**src/rtl/ptw_arbiter.sv**
```systemverilog
// ptw_arbiter: shares one page-table walk unit (TWU) between the ITLB and the DTLB.
//
// Ports:
//   clk, rstn                       clock, asynchronous active-low reset
//   i_req/i_va, d_req/d_va          level-held walk requests and miss addresses from each TLB
//   i_ack/i_pte/i_fault             one-cycle completion pulse and result for the ITLB
//   d_ack/d_pte/d_fault             one-cycle completion pulse and result for the DTLB
//   walk_req/walk_va                request to the TWU, held until walk_done
//   walk_done/walk_pte/walk_fault   TWU completion and result
//   flush                           sfence.vma pulse: discard any walk in flight
//   busy                            high whenever a walk is granted or being answered
//
// Every output is a flop; grants alternate when both TLBs request together.
module ptw_arbiter #(
    parameter int unsigned ADDR_WIDTH = 64,
    parameter int unsigned PTE_WIDTH  = 64
) (
    input  logic                  clk,
    input  logic                  rstn,
    input  logic                  i_req,
    input  logic [ADDR_WIDTH-1:0] i_va,
    output logic                  i_ack,
    output logic [PTE_WIDTH-1:0]  i_pte,
    output logic                  i_fault,
    input  logic                  d_req,
    input  logic [ADDR_WIDTH-1:0] d_va,
    output logic                  d_ack,
    output logic [PTE_WIDTH-1:0]  d_pte,
    output logic                  d_fault,
    output logic                  walk_req,
    output logic [ADDR_WIDTH-1:0] walk_va,
    input  logic                  walk_done,
    input  logic [PTE_WIDTH-1:0]  walk_pte,
    input  logic                  walk_fault,
    input  logic                  flush,
    output logic                  busy
);

    typedef enum logic [1:0] {StIdle, StWait, StResp} state_e;

    // owner/last encoding: 0 = ITLB, 1 = DTLB
    state_e                  state_q, state_d;
    logic                    owner_q, owner_d;
    logic                    last_q, last_d;
    logic                    drop_q, drop_d;
    logic                    walk_req_q, walk_req_d;
    logic [ADDR_WIDTH-1:0]   walk_va_q, walk_va_d;
    logic [PTE_WIDTH-1:0]    i_pte_q, i_pte_d;
    logic [PTE_WIDTH-1:0]    d_pte_q, d_pte_d;
    logic                    i_fault_q, i_fault_d;
    logic                    d_fault_q, d_fault_d;
    logic                    i_ack_q, i_ack_d;
    logic                    d_ack_q, d_ack_d;
    logic                    busy_q, busy_d;

    always_comb begin
        state_d    = state_q;
        owner_d    = owner_q;
        last_d     = last_q;
        drop_d     = drop_q;
        walk_req_d = walk_req_q;
        walk_va_d  = walk_va_q;
        i_pte_d    = i_pte_q;
        d_pte_d    = d_pte_q;
        i_fault_d  = i_fault_q;
        d_fault_d  = d_fault_q;

        unique case (state_q)
            StIdle: begin
                if (!flush && (i_req || d_req)) begin
                    // On a tie the DTLB wins only if the ITLB was served last.
                    owner_d    = d_req && (!i_req || !last_q);
                    walk_va_d  = owner_d ? d_va : i_va;
                    walk_req_d = 1'b1;
                    state_d    = StWait;
                end
            end
            StWait: begin
                if (walk_done) begin
                    walk_req_d = 1'b0;
                    drop_d     = 1'b0;
                    if (drop_q || flush) begin
                        state_d = StIdle;
                    end else begin
                        if (owner_q) begin
                            d_pte_d   = walk_pte;
                            d_fault_d = walk_fault;
                        end else begin
                            i_pte_d   = walk_pte;
                            i_fault_d = walk_fault;
                        end
                        state_d = StResp;
                    end
                end else if (flush) begin
                    // TWU transactions are never cut; remember to discard the result.
                    drop_d = 1'b1;
                end
            end
            StResp: begin
                last_d  = owner_q;
                state_d = StIdle;
            end
            default: state_d = StIdle;
        endcase

        // Registered outputs are computed from next state so they line up with it.
        i_ack_d = (state_d == StResp) && !owner_d;
        d_ack_d = (state_d == StResp) && owner_d;
        busy_d  = (state_d != StIdle);
    end

    always_ff @(posedge clk or negedge rstn) begin
        if (!rstn) begin
            state_q    <= StIdle;
            owner_q    <= 1'b0;
            last_q     <= 1'b1;
            drop_q     <= 1'b0;
            walk_req_q <= 1'b0;
            walk_va_q  <= '0;
            i_pte_q    <= '0;
            d_pte_q    <= '0;
            i_fault_q  <= 1'b0;
            d_fault_q  <= 1'b0;
            i_ack_q    <= 1'b0;
            d_ack_q    <= 1'b0;
            busy_q     <= 1'b0;
        end else begin
            state_q    <= state_d;
            owner_q    <= owner_d;
            last_q     <= last_d;
            drop_q     <= drop_d;
            walk_req_q <= walk_req_d;
            walk_va_q  <= walk_va_d;
            i_pte_q    <= i_pte_d;
            d_pte_q    <= d_pte_d;
            i_fault_q  <= i_fault_d;
            d_fault_q  <= d_fault_d;
            i_ack_q    <= i_ack_d;
            d_ack_q    <= d_ack_d;
            busy_q     <= busy_d;
        end
    end

    assign i_ack    = i_ack_q;
    assign i_pte    = i_pte_q;
    assign i_fault  = i_fault_q;
    assign d_ack    = d_ack_q;
    assign d_pte    = d_pte_q;
    assign d_fault  = d_fault_q;
    assign walk_req = walk_req_q;
    assign walk_va  = walk_va_q;
    assign busy     = busy_q;

endmodule

```
**config.mk**
```make
export PLATFORM = sky130hd
export DESIGN_NAME = ptw_arbiter
export DESIGN_NICKNAME = d
export VERILOG_FILES = /design/src/rtl/ptw_arbiter.sv
export SDC_FILE = /design/constraint.sdc
export NUM_CORES = 1
export LEC_CHECK = 0
export CORE_AREA = 2 2 154 156
export CTS_CLUSTER_SIZE = 24
export DETAILED_ROUTE_END_ITERATION = 6
export DIE_AREA = 0 0 156 158
export PLACE_DENSITY = 0.71
export SLEW_MARGIN = 20
export SYNTH_ARGS = -nofsm -noshare
export SYNTH_HDL_FRONTEND = slang
export SYNTH_SLANG_ARGS = --single-unit
```
**constraint.sdc**
```tcl
create_clock -name clk -period 2.2 [get_ports clk]
set_clock_uncertainty 0.05 [all_clocks]
set_input_delay 0.44 -clock clk [delete_from_list [all_inputs] [get_ports clk]]
set_output_delay 0.44 -clock clk [all_outputs]
set_load 0.01 [all_outputs]
```
# --- Word-level counts from Yosys, hierarchy flattened ---
# Index checks and enable logic that the tools add are counted.
# Widths: inputs -> output; s select.
classes:
  n_eq_ne: 5
  mux: 12
  n_bitwise: 2
  n_reduce_logical: 20
ops:
  columns: ["operator", "count"]
  rows:
  - ["$mux 64", 1]
  - ["$reduce_and 4->1", 2]
  - ["$mux 1", 6]
  - ["$mux 2", 3]
  - ["$reduce_bool 2->1", 3]
  - ["$eq 2x2->1 const B", 2]
  - ["$logic_and 1x1->1", 4]
  - ["$logic_not 1->1", 4]
  - ["$ne 2x2->1 const B", 2]
  - ["$pmux 2 s2", 1]
  - ["$reduce_and 2->1", 2]
  - ["$logic_or 1x1->1", 3]
  - ["$reduce_and 3->1", 1]
  - ["$eq 2x1->1 const B", 1]
  - ["$logic_not 2->1", 1]
  - ["$not 1->1", 2]
  - ["$pmux 1 s2", 1]
word_totals:
  ff_bits: 203
  input_bits: 199
  output_inout_bits: 198
  elab_cells: 52

# --- Depth between registers and ports, before layout ---
depth:
  ltp_word: 7
  ltp_mapped: 5

# --- Worst setup path before layout ---
# OpenSTA, ideal clock, no wires.
synth_timing:
  path_kind: "register to register"
  from: "register state_q[1]"
  to: "register i_pte_q[24] (netlist: i_pte[24])"
  setup_ns: 0.125
  arrival_ns: 1.637
  required_ns: 2.025
  slack_ns: 0.387
  stages_incl_launch_ff: 6
  synth_period_minus_slack_ns: 1.813
  path_cell_list: "dfrtp_1 -> nand2b_1 -> or4_4 -> buf_6 -> buf_6 -> mux2_4"
synth_via:
  elab_chain_len: 2
synth_lines:
  columns: ["element", "line", "text"]
  rows:
  - ["from (decl)", "42", "state_e state_q, state_d;"]
  - ["from (signal assigned)", "114", "state_q <= StIdle;"]
  - ["from (signal assigned)", "128", "state_q <= state_d;"]
  - ["$eq 2x1->1", "68", "unique case (state_q)"]
  - ["$reduce_and 4->1 (no source line)", null, null]
  - ["to (signal assigned)", "134", "i_pte_q <= i_pte_d;"]
  - ["to (decl)", "48", "logic [PTE_WIDTH-1:0] i_pte_q, i_pte_d;"]
# Every way passes these cells.
# A chain may end at the register's enable or synchronous reset.

# --- Worst setup path in the final report ---
layout_timing:
  from: "register walk_va_q[18] (netlist: walk_va[18])"
  to: "output port walk_va[18]"
layout_rtl:
  columns: ["element", "line", "text"]
  rows:
  - ["from (decl)", "47", "logic [ADDR_WIDTH-1:0] walk_va_q, walk_va_d;"]
  - ["from (signal assigned)", "133", "walk_va_q <= walk_va_d;"]
  - ["to (decl)", "31", "output logic [ADDR_WIDTH-1:0] walk_va,"]
# No word-level cell between the ends.

==> flow_metrics.py <==
metrics = {
    "logic_synthesis": {
        "syn-num-nets": 735,
        "yosys.cell_types.count": 26,
        "yosys_most_used_dff": "dfrtp_1",
        "synth_top_family_by_area": "multiplexers",
        "synthXorXnorAreaFrac_pct": 0,
        "synth_area_leader_cell": "dfrtp_1",
        "syn_area_um2": 8210,
        "yosysWarnings": 0,
        "yosys.area_share.simple_pct": 0.854,
        "synth_top_area_share_pct": 61.6,
        "netlist_top_cells_count": "202 x dfrtp_1, 91 x mux2_2, 64 x a2bb2oi_1, 64 x o32ai_1, 39 x mux2_4",
        "yosys-top-cells-area": "dfrtp_1 62%, mux2_2 12%, mux2_4 7.1%",
        "ys_ff_latch": 203,
        "muxShareOfSynthArea_pct": 19.7,
        "synthAdderAreaFrac_pct": 0,
        "synth_edf_count": 0,
        "synth_seq_area_share_pct": 61.9,
        "syn_avg_cell_area_um2": 15.3,
        "async_reset_ff_share_pct": 100,
        "synth.most_common_cell": "dfrtp_1",
        "synthCells": 536,
        "synth_compound_area_share_pct": 14.5,
    },
    "worst_setup_path": {
        "crit_chain": "clkdlybuf4s50_1",
        "crit_type": "register to primary output",
        "slowest_delay_ns": 0.60,
        "critical-path-top-delay-family": "buffers and inverters",
        "cp.required_ns": 1.71,
        "endpoint_kind": "primary output",
        "path_max_fanout": 2,
        "arrival_ns": 1.49,
        "worst_setup_path_start_kind": "register",
        "cp.buffers_inverters": 1,
        "critPathSlowestCell": "clkdlybuf4s50_1",
    },
    "min_path": {
        "hold_class": "primary input to async pin",
    },
    "placed_design": {
        "port-buffer-count": 396,
        "detailed_place_hpwl_mm": 18.2,
        "gp_congestion": 0.785,
    },
    "sta": {
        "layout_min_cycle_time_ns": 1.98,
        "hold_viol_final": 0,
        "clock.fmax_mhz": 505,
        "fin_tns_setup_ns": 0,
        "maxSlewHeadroom_pct": 69.9,
        "slew_viol_final": 0,
        "rsz0062_at_grt": "no",
        "finalSetupViolCount": 0,
        "post-route-period-util_pct": 90.0,
        "tightest_slew_ns": 0.451,
    },
    "final_layout": {
        "drive_above_1_share_pct": 20.8,
        "layout.nets": 1135,
        "post-route-util_pct": 58.2,
        "fillerInstances": 1850,
        "antenna_cells": 0,
        "area_delta_synth_final_pct": 63.6,
    },
    "clocking": {
        "cts_resized": 0,
        "root_buffer": "clkbuf_16",
        "clkTransAtPathRegs_ns": 0.06,
        "cts_setup_buffers": 0,
        "htree_num_levels": 1,
        "cts_tree": "yes",
        "clk-insertion-delay-late_ns": 0.49,
        "cts_sinks": 203,
        "cts_buffers": 23,
        "cts_hold_buf": 1,
        "clk_path_buf_depth": 3,
    },
    "die": {
        "die_x_um": 156,
        "ios": 397,
        "initial_core_util_pct": 35.6,
        "die_height_um": 158,
        "rows": 56,
        "dieArea_um2": 24600,
        "core_area_um2": 23100,
    },
    "global_routing": {
        "grt_pass1_vias": 6595,
        "busiest_layer": "met2",
        "track_usage_pct": 19.5,
        "grtUsageMet3_pct": 6.08,
        "grt_overflow": 0,
        "grt_use_met2_pct": 33.2,
        "antenna_found_initial": 1,
        "grt_pass1_wl_mm": 37.8,
        "gr-usage-met1_pct": 23.7,
        "grt_max_degree": 66,
    },
    "drt": {
        "dr.pass1.iters": 4,
        "detail-route-antenna-nets": 0,
        "routed_wl_mm": 25.3,
        "via_per_inst": 5.13,
        "drc": 0,
        "avgRoutedWirePerCell_um": 20.4,
        "vias": 6350,
        "drt_iter0_markers": 297,
    },
    "run": {
        "drv_cap": 0,
    },
    "power": {
        "p_leak_nw": 5.68,
        "power_per_cell_area_nw_per_um2": 1300,
        "vdd_drop_max_mv": 0.803,
    },
    "outcome": {
        "run_status": "finished, final reports clean",
    },
}
layer usage:
| layer | vias up | wire [um] |
|---|---|---|
| met5 | - | 13 |
| met4 | 2 | 697 |
| met3 | 49 | 2290 |
| met2 | 274 | 12200 |
| met1 | 3154 | 10100 |
| li1 | 2871 | - |
final cells by class:
class	count	area (um2)	area share (%)
Clock buffer	31	626	4.66
Inverter	5	18.8	0.140
Clock inverter	7	88.8	0.662
Multi-Input combinational cell	280	2900	21.6
Tap cell	290	363	2.70
Sequential cell	203	5080	37.8
Timing Repair Buffer	423	4350	32.4
cell usage in the layout (no fill, tap or decap), drive strengths merged, types with 2 or more instances in the layout:
cell type	Yosys	layout
a21o	2	2
a21oi	2	2
a2bb2oi	64	64
buf	20	26
bufinv	0	2
clkbuf	28	32
clkdlybuf4s50	0	395
clkinv	0	4
dfrtp	202	202
inv	5	6
mux2	130	130
nand2	2	2
nand2b	2	2
nor2b	3	3
nor3	2	2
o21ai	2	2
o32ai	64	64
flip-flops by register name, indices dropped and copies added, names as in the netlist:
signal and count:
d_pte 64, i_pte 64, walk_va 64, state_q 2
busy 1, d_ack 1, d_fault 1, drop_q 1
i_ack 1, i_fault 1, last_q 1, owner_q 1
walk_req 1
worst paths after layout:
kind | startpoint | end | slack (ns) | cells after the start
setup / recovery | walk_va[18] | walk_va[18] | 0.22 | 1
hold / removal | rstn | d_pte[16] | 0.43 | 2
setup reg to reg | state_q[1] | i_pte[33] | 0.31 | 4
hold reg to reg | i_pte[63] | i_pte[63] | 0.45 | 1
max in group asynchronous | rstn | i_pte[6] | 1.03 | 3
min in group clk | i_pte[63] | i_pte[63] | 0.45 | 1
where the power goes:
group | switching [W] | internal, W | total, W
clock network | 0.00147 | 0.00222 | 0.00368
logic | 0.00275 | 0.00476 | 0.00750
registers | 0.000912 | 0.00542 | 0.00633
through the flow:
stage	hold slack (ns)	instances	area, um2	power (W)	worst slack [ns]
after floorplan	0.0944	536	8210	0.00929	0.387
after global placement	0.390	1200	12700	0.0138	0.00534
after detailed placement	0.392	1200	12700	0.0139	0.000399
after CTS	0.419	1239	13400	0.0177	0.204
after global routing	0.462	1239	13400	0.0184	0.188
final	0.432	1239	13400	0.0175	0.220
kinds of logic (layout without fill, tap and decap cells):
group / Yosys count / count (layout)
simple gates: 11 / 11
compound gates: 138 / 138
buf+inv: 53 / 466
mux: 131 / 131
flops: 203 / 203
Note: power is estimated with default switching activity, not from simulation.
